[config.mk]
export PLATFORM = sky130hd
export DESIGN_NAME = priv_hpm_scheduler
export DESIGN_NICKNAME = d
export VERILOG_FILES = /design/src/rtl/priv_hpm_scheduler.sv
export SDC_FILE = /design/constraint.sdc
export NUM_CORES = 1
export LEC_CHECK = 0
export ABC_CLOCK_PERIOD_IN_PS = 5900
export BUFFER_PORTS_ARGS = -buffer_cell sky130_fd_sc_hd__buf_4
export CAP_MARGIN = 25
export CORE_UTILIZATION = 50
export CTS_CLUSTER_DIAMETER = 60
export DETAILED_ROUTE_END_ITERATION = 10
export PLACE_DENSITY = 0.65
export SLEW_MARGIN = 20
export SYNTH_ARGS = -nofsm -noshare
export SYNTH_HDL_FRONTEND = slang
export SYNTH_SLANG_ARGS = --single-unit
[constraint.sdc]
create_clock -name CLK -period 5.9 [get_ports CLK]
set_input_delay 0.295 -clock CLK [delete_from_list [all_inputs] [get_ports CLK]]
set_output_delay 0.295 -clock CLK [all_outputs]
set_load 0.005 [all_outputs]
[src/rtl/priv_hpm_scheduler.sv]
// Programmable HPM scheduler: maps per-cycle event pulses onto selectable counters
// with inhibit, CSR load/read and sticky overflow. Optional PRIV_HPM_OVF_IRQ_EN adds irq + freeze-on-overflow.
module priv_hpm_scheduler #(
    parameter int NUM_COUNTERS = 4,
    parameter int NUM_EVENTS   = 32,
    parameter int CNT_WIDTH    = 64
) (
    input  logic                            CLK,
    input  logic                            nRST,
    input  logic [NUM_EVENTS-1:0]           event_vec,
    input  logic [NUM_COUNTERS-1:0]         inhibit,
    input  logic                            sel_we,
    input  logic [$clog2(NUM_COUNTERS)-1:0] sel_idx,
    input  logic [$clog2(NUM_EVENTS)-1:0]   sel_wdata,
    input  logic                            cnt_we,
    input  logic [$clog2(NUM_COUNTERS)-1:0] cnt_idx,
    input  logic [CNT_WIDTH-1:0]            cnt_wdata,
    input  logic                            rd_en,
    input  logic [$clog2(NUM_COUNTERS)-1:0] rd_idx,
    output logic [CNT_WIDTH-1:0]            rd_data,
    output logic [$clog2(NUM_EVENTS)-1:0]   rd_sel,
    output logic                            rd_valid,
    output logic [NUM_COUNTERS-1:0]         ovf,
    input  logic [NUM_COUNTERS-1:0]         ovf_clr,
    output logic                            ovf_irq
);

    localparam int IDX_W = $clog2(NUM_COUNTERS);
    localparam int SEL_W = $clog2(NUM_EVENTS);
    localparam logic [SEL_W:0] EVT_LIM = (SEL_W + 1)'(NUM_EVENTS);

    logic [CNT_WIDTH-1:0]    cnt_q [NUM_COUNTERS];
    logic [CNT_WIDTH-1:0]    cnt_d [NUM_COUNTERS];
    logic [SEL_W-1:0]        sel_q [NUM_COUNTERS];
    logic [NUM_COUNTERS-1:0] ovf_q, ovf_d;
    logic [NUM_COUNTERS-1:0] hit, wr_hit, inc, wrap, frozen;
    logic                    rd_valid_q;
    logic [CNT_WIDTH-1:0]    rd_data_q;
    logic [SEL_W-1:0]        rd_sel_q;

    // NOTE: every variable driven here gets a default before any condition,
    // so no path through the block can leave it unassigned and infer a latch.
    always_comb begin
        for (int i = 0; i < NUM_COUNTERS; i++) begin
            hit[i] = 1'b0;
            if (sel_q[i] != '0 && {1'b0, sel_q[i]} < EVT_LIM)
                hit[i] = event_vec[sel_q[i]];
            wr_hit[i] = cnt_we && (cnt_idx == IDX_W'(i));
            inc[i]    = hit[i] & ~inhibit[i] & ~wr_hit[i] & ~frozen[i];
            wrap[i]   = inc[i] & (&cnt_q[i]);
            // A write wins over a same-cycle increment; the lost event is dropped.
            if (wr_hit[i])
                cnt_d[i] = cnt_wdata;
            else if (inc[i])
                cnt_d[i] = cnt_q[i] + CNT_WIDTH'(1);
            else
                cnt_d[i] = cnt_q[i];
            // Setting by a wrap beats a coincident clear.
            ovf_d[i] = wrap[i] | (ovf_q[i] & ~ovf_clr[i]);
        end
    end

    // NOTE: the counter/selector arrays are architectural state that must read
    // as zero after reset, so unlike a data buffer they are explicitly reset.
    always_ff @(posedge CLK or negedge nRST) begin
        if (!nRST) begin
            for (int i = 0; i < NUM_COUNTERS; i++) begin
                cnt_q[i] <= '0;
                sel_q[i] <= '0;
            end
            ovf_q <= '0;
        end else begin
            // NOTE: non-blocking assignments so every register samples the
            // pre-edge state, which is what makes reads return pre-update values.
            for (int i = 0; i < NUM_COUNTERS; i++)
                cnt_q[i] <= cnt_d[i];
            if (sel_we)
                sel_q[sel_idx] <= sel_wdata;
            ovf_q <= ovf_d;
        end
    end

    // Read port: one-cycle pulse, data holds between reads.
    always_ff @(posedge CLK or negedge nRST) begin
        if (!nRST) begin
            rd_valid_q <= 1'b0;
            rd_data_q  <= '0;
            rd_sel_q   <= '0;
        end else begin
            rd_valid_q <= rd_en;
            if (rd_en) begin
                rd_data_q <= cnt_q[rd_idx];
                rd_sel_q  <= sel_q[rd_idx];
            end
        end
    end

`ifdef PRIV_HPM_OVF_IRQ_EN
    logic [NUM_COUNTERS-1:0] frz_q;
    logic                    irq_q;

    // Freeze is tracked apart from ovf so a counter write can release it
    // without clearing the sticky flag.
    always_ff @(posedge CLK or negedge nRST) begin
        if (!nRST) begin
            frz_q <= '0;
            irq_q <= 1'b0;
        end else begin
            frz_q <= wrap | (frz_q & ~ovf_clr & ~wr_hit);
            irq_q <= |ovf_q;
        end
    end

    assign frozen  = frz_q;
    assign ovf_irq = irq_q;
`else
    assign frozen  = '0;
    assign ovf_irq = 1'b0;
`endif

    assign rd_valid = rd_valid_q;
    assign rd_data  = rd_data_q;
    assign rd_sel   = rd_sel_q;
    assign ovf      = ovf_q;

endmodule
==> results.md <==
- The number of warning messages in the yosys log is 0.
- The maximum number of buffers from clock root to sink is 3.
- The gate count after technology mapping is 2198.
- The tree is rooted in a sky130_fd_sc_hd__clkbuf_16.
- The CTS tree is built.
- CTS built an H-tree with a depth of 2.
- In this run the worst path has a maximum fanout of 43.
- The finished cells cover 0.0255 sq mm.
- Gates resized during post-CTS repair numbered 0.
- The analysis attributes to cell leakage a power of approximately 9.7 nW.
- The library cell used most frequently in the layout, excluding fill and tap cells, is sky130_fd_sc_hd__dfrtp_1.
- The number of pins with negative max-slew slack in the final report was 0.
- Using the TritonRoute via totals, the vias-per-cell ratio works out to 6.40.
- The arrival time at the worst endpoint is roughly 4.3 ns.
- Global routing used 4.66% of the available met3 tracks.
- For this run, the share of the core covered by cells in the final layout is between 60% and 70%.
- The synthesized netlist net count is 2322.
- In this run the biggest area consumer among cell types represents about two fifths of the synthesized area.
- The effective utilization at floorplan is 50.8%.
- For this block, the initial DRC count from the detailed router was 1732.
- In this run the horizontal extent of the chip is about 210 um.
- The via count of the first global-routing pass was 18.8k.
- Headroom to the max-slew limit came out at 23.8%.
- The post-detailed-route count of antenna-violating nets is 0.
- The proportion of synthesized chip area in sequential cells is 40.9%.
- The number of iterations in the first detailed-routing pass is 7.
- The nature of the critical path endpoint is a flop.
- The global router's overall resource usage is 33.1%.
- met2 is the most crowded layer.
- The final routed wire length divided by cell count is about 24 um.
- For this run, the leading register cell type out of synthesis is sky130_fd_sc_hd__dfrtp_1.
- The clock insertion delay at the later pin of the skew report is a little under 0.6 ns.
- 0 antenna diodes ended up in the layout.
- The total CTS buffers is 43.
- The synthesized design contains 0 enable-type register cells.
- In the layout the commonest cells are sky130_fd_sc_hd__dfrtp_1, sky130_fd_sc_hd__nand2_1, sky130_fd_sc_hd__buf_4.
- The first global-routing pass estimated ~110 mm of wire.
- The floorplan step defined a die boundary enclosing roughly 0.044 sq mm.
- The transition at the pin with the smallest max-transition slack is between 1 and 1.5 ns.
- After global routing the overflow that remains totals 0.
- STA classifies the critical path startpoint as a flop.
- The setup TNS after final layout is 0 ns.
- The routed via count is 18.9k.
- Entering global routing, the biggest net connects 130 pins.
- The cell area that synthesis handed to floorplanning was 0.0214 sq mm.
- Synthesis inferred 350 register bits.
- The average cell area after synthesis is between 9 and 10 sq um.
- In this run, distinct cell masters in the synthesized netlist total 72.
- For met1 alone, demand over resource in global routing was 46.7%.
- The count of buffers from port buffering is 193.
- The flow ran to the end, and the final reports show no timing, DRC or antenna violations.
- The number of max-cap violations is 0.
- The number of nets in the layout is 2507.
- The peak clock frequency supported by timing is 0.263 GHz.
- The total number of clock tree sinks is 350.
- The routability congestion estimate from global placement is 0.905.
- Setup repair after global routing left no endpoint under its margin.
- The sum of routed wire length over all layers is just over 70 mm.
- The portion of the clock cycle consumed by the worst path in the final layout is 64.5%.
- The floorplan die height is around 210 um.
- In the post-synthesis netlist, the biggest area contributors are sky130_fd_sc_hd__dfrtp_1, sky130_fd_sc_hd__mux4_2, sky130_fd_sc_hd__xnor2_1, sky130_fd_sc_hd__mux2_2, sky130_fd_sc_hd__nand2_1.
- In the synthesized netlist the async set-or-reset flop fraction comes to 100%.
- At the worst endpoint, the required time is about 6.4 ns.
- The floorplan has 75 rows.
- The area growth from synthesis to layout is 19.0%.
- The time the final worst path needs with I/O delays and setup is 3.81 ns.
- 195 I/O pins were placed.
- For met2 alone, demand over resource in global routing was a little over half.
- The initial antenna violation count is 0.
- Clock skew on the completed layout was measured at 0.0152 ns.
- The cell taking the most area after synthesis is sky130_fd_sc_hd__dfrtp_1.
- The critical path is of the reg -> reg type.
- The number of remaining DRC errors is 0.
- The share of post-route cells with drive strength above 1 is roughly a fifth.
- The detailed placer's ending HPWL is 48.4 mm.
- The power per cell area is 334 mW/mm^2.
- The placeable core region is between 0.04 and 0.05 sq mm.
- The total count of hold-check failures in the final report was 0.
- IR analysis of the VDD net gives a maximum drop of 0.000217 V.
- The post-CTS setup repair buffer count is 0.
- The path category of the worst min-delay check is in -> reg.
- The post-detailed-placement cell area is 0.0232 sq mm.
- The number of hold buffers added after cts is 71.
- Setup violations remaining at the end of the flow were counted as 0.
- The clock transition at the registers of the reported paths is roughly 0.060 ns.
## state kept, by name, summed over array words and instances (netlist names)
name	count
cnt_q	256
rd_data	64
sel_q	20
rd_sel	5
ovf	4
rd_valid	1
## per-stage QoR
stage | hold slack [ns] | std cells | setup slack, ns | power, mW
3_5_place_dp | 0.386 | 2803 | 2.08 | 5.61
5_1_grt | 0.0451 | 2951 | 1.90 | 8.88
2_1_floorplan | -0.000591 | 2198 | 3.26 | 4.68
3_3_place_gp | 0.383 | 2803 | 1.94 | 5.55
4_1_cts | 0.0177 | 2948 | 2.06 | 8.50
6_report | 0.0437 | 2951 | 2.09 | 8.50
## logic make-up after synthesis
family | Yosys count | share of synthesized area, %
xor gates and xnor gates | 210 | 8.59
buffers and inverters | 185 | 3.45
muxes | 217 | 15.3
adders and majority gates | 4 | 0.234
DFF | 350 | 40.9
AOI/OAI and AO/OA | 378 | 10.4
and+or+nand+nor | 853 | 21.1
other | 1 | 0.0175
## Yosys cell counts, types with 4 or more instances
cell                        number
sky130_fd_sc_hd__mux2i_1        39
sky130_fd_sc_hd__mux4_2         78
sky130_fd_sc_hd__o41ai_1         4
sky130_fd_sc_hd__buf_2          17
sky130_fd_sc_hd__inv_1          32
sky130_fd_sc_hd__or4_1          11
sky130_fd_sc_hd__nor3_1         39
sky130_fd_sc_hd__and2_1          7
sky130_fd_sc_hd__nor4_4          5
sky130_fd_sc_hd__or3_1          31
sky130_fd_sc_hd__a211oi_1        5
sky130_fd_sc_hd__nor4b_1        11
sky130_fd_sc_hd__dfrtp_1       350
sky130_fd_sc_hd__o21ai_0       164
sky130_fd_sc_hd__mux2_2        100
sky130_fd_sc_hd__a2bb2oi_1       5
sky130_fd_sc_hd__o31ai_1         7
sky130_fd_sc_hd__nand2_1       221
sky130_fd_sc_hd__clkbuf_1      112
sky130_fd_sc_hd__and3_1         56
sky130_fd_sc_hd__or4b_1          4
sky130_fd_sc_hd__nor4bb_1        4
sky130_fd_sc_hd__nand3_1        97
sky130_fd_sc_hd__nor2b_1         8
sky130_fd_sc_hd__a31oi_1        38
sky130_fd_sc_hd__nor2_1        171
sky130_fd_sc_hd__a22oi_1         6
sky130_fd_sc_hd__nand3b_1        4
sky130_fd_sc_hd__nor4_1         61
sky130_fd_sc_hd__a21oi_1        94
sky130_fd_sc_hd__xor2_1         67
sky130_fd_sc_hd__xnor2_1       143
sky130_fd_sc_hd__and4_1         28
sky130_fd_sc_hd__buf_4           4
sky130_fd_sc_hd__buf_1          19
sky130_fd_sc_hd__o211ai_1       12
sky130_fd_sc_hd__o2111ai_1      19
sky130_fd_sc_hd__nor4_2          7
sky130_fd_sc_hd__ha_1            4
sky130_fd_sc_hd__nand4_1        59
sky130_fd_sc_hd__nand2b_1       12
## report_power, final
group	internal [mW]	switching, mW	leakage, nW
clock	1.74	1.10	0.721
sequential	2.90	0.684	4.13
combinational	1.05	1.02	4.81
## critical path: stages (launching register included)
cell                      delay [ns]
sky130_fd_sc_hd__dfrtp_1        0.84
sky130_fd_sc_hd__mux4_2         0.58
sky130_fd_sc_hd__mux2_2         0.28
sky130_fd_sc_hd__a32oi_1        0.22
sky130_fd_sc_hd__and3_2         0.76
sky130_fd_sc_hd__buf_4          0.42
sky130_fd_sc_hd__nor2_1         0.14
sky130_fd_sc_hd__and3_1         0.19
sky130_fd_sc_hd__a211o_1        0.23
## metal layers
metal  part of all wire (%)  wire length [um]
met1                     43             30200
met2                     47             32900
met5                      0                 0
met3                    7.8              5480
met4                    3.0              2110
## layout make-up
class,count,area (sq um)
repair buffers,293,2430
inverters,32,120
well taps,539,674
clock buffers,55,1200
fillers,3555,16700
multi-input cells,1663,12000
flip-flops and latches,350,8760
clock inverters,19,294
## final timing paths
| kind | startpoint | end | slack [ns] | cells after the start |
|---|---|---|---|---|
| worst max-delay path | sel_q[5] | cnt_q[66] | 2.09 | 8 |
| worst min-delay path | cnt_wdata[55] | cnt_q[183] | 0.04 | 3 |
| worst max register to register | sel_q[5] | cnt_q[66] | 2.09 | 8 |
| worst min register to register | rd_data[46] | rd_data[46] | 0.51 | 1 |
| max in group asynchronous | nRST | cnt_q[94] | 4.19 | 3 |
| min in group asynchronous | nRST | rd_valid | 0.33 | 2 |
Note: power is estimated with default switching activity, not from simulation.
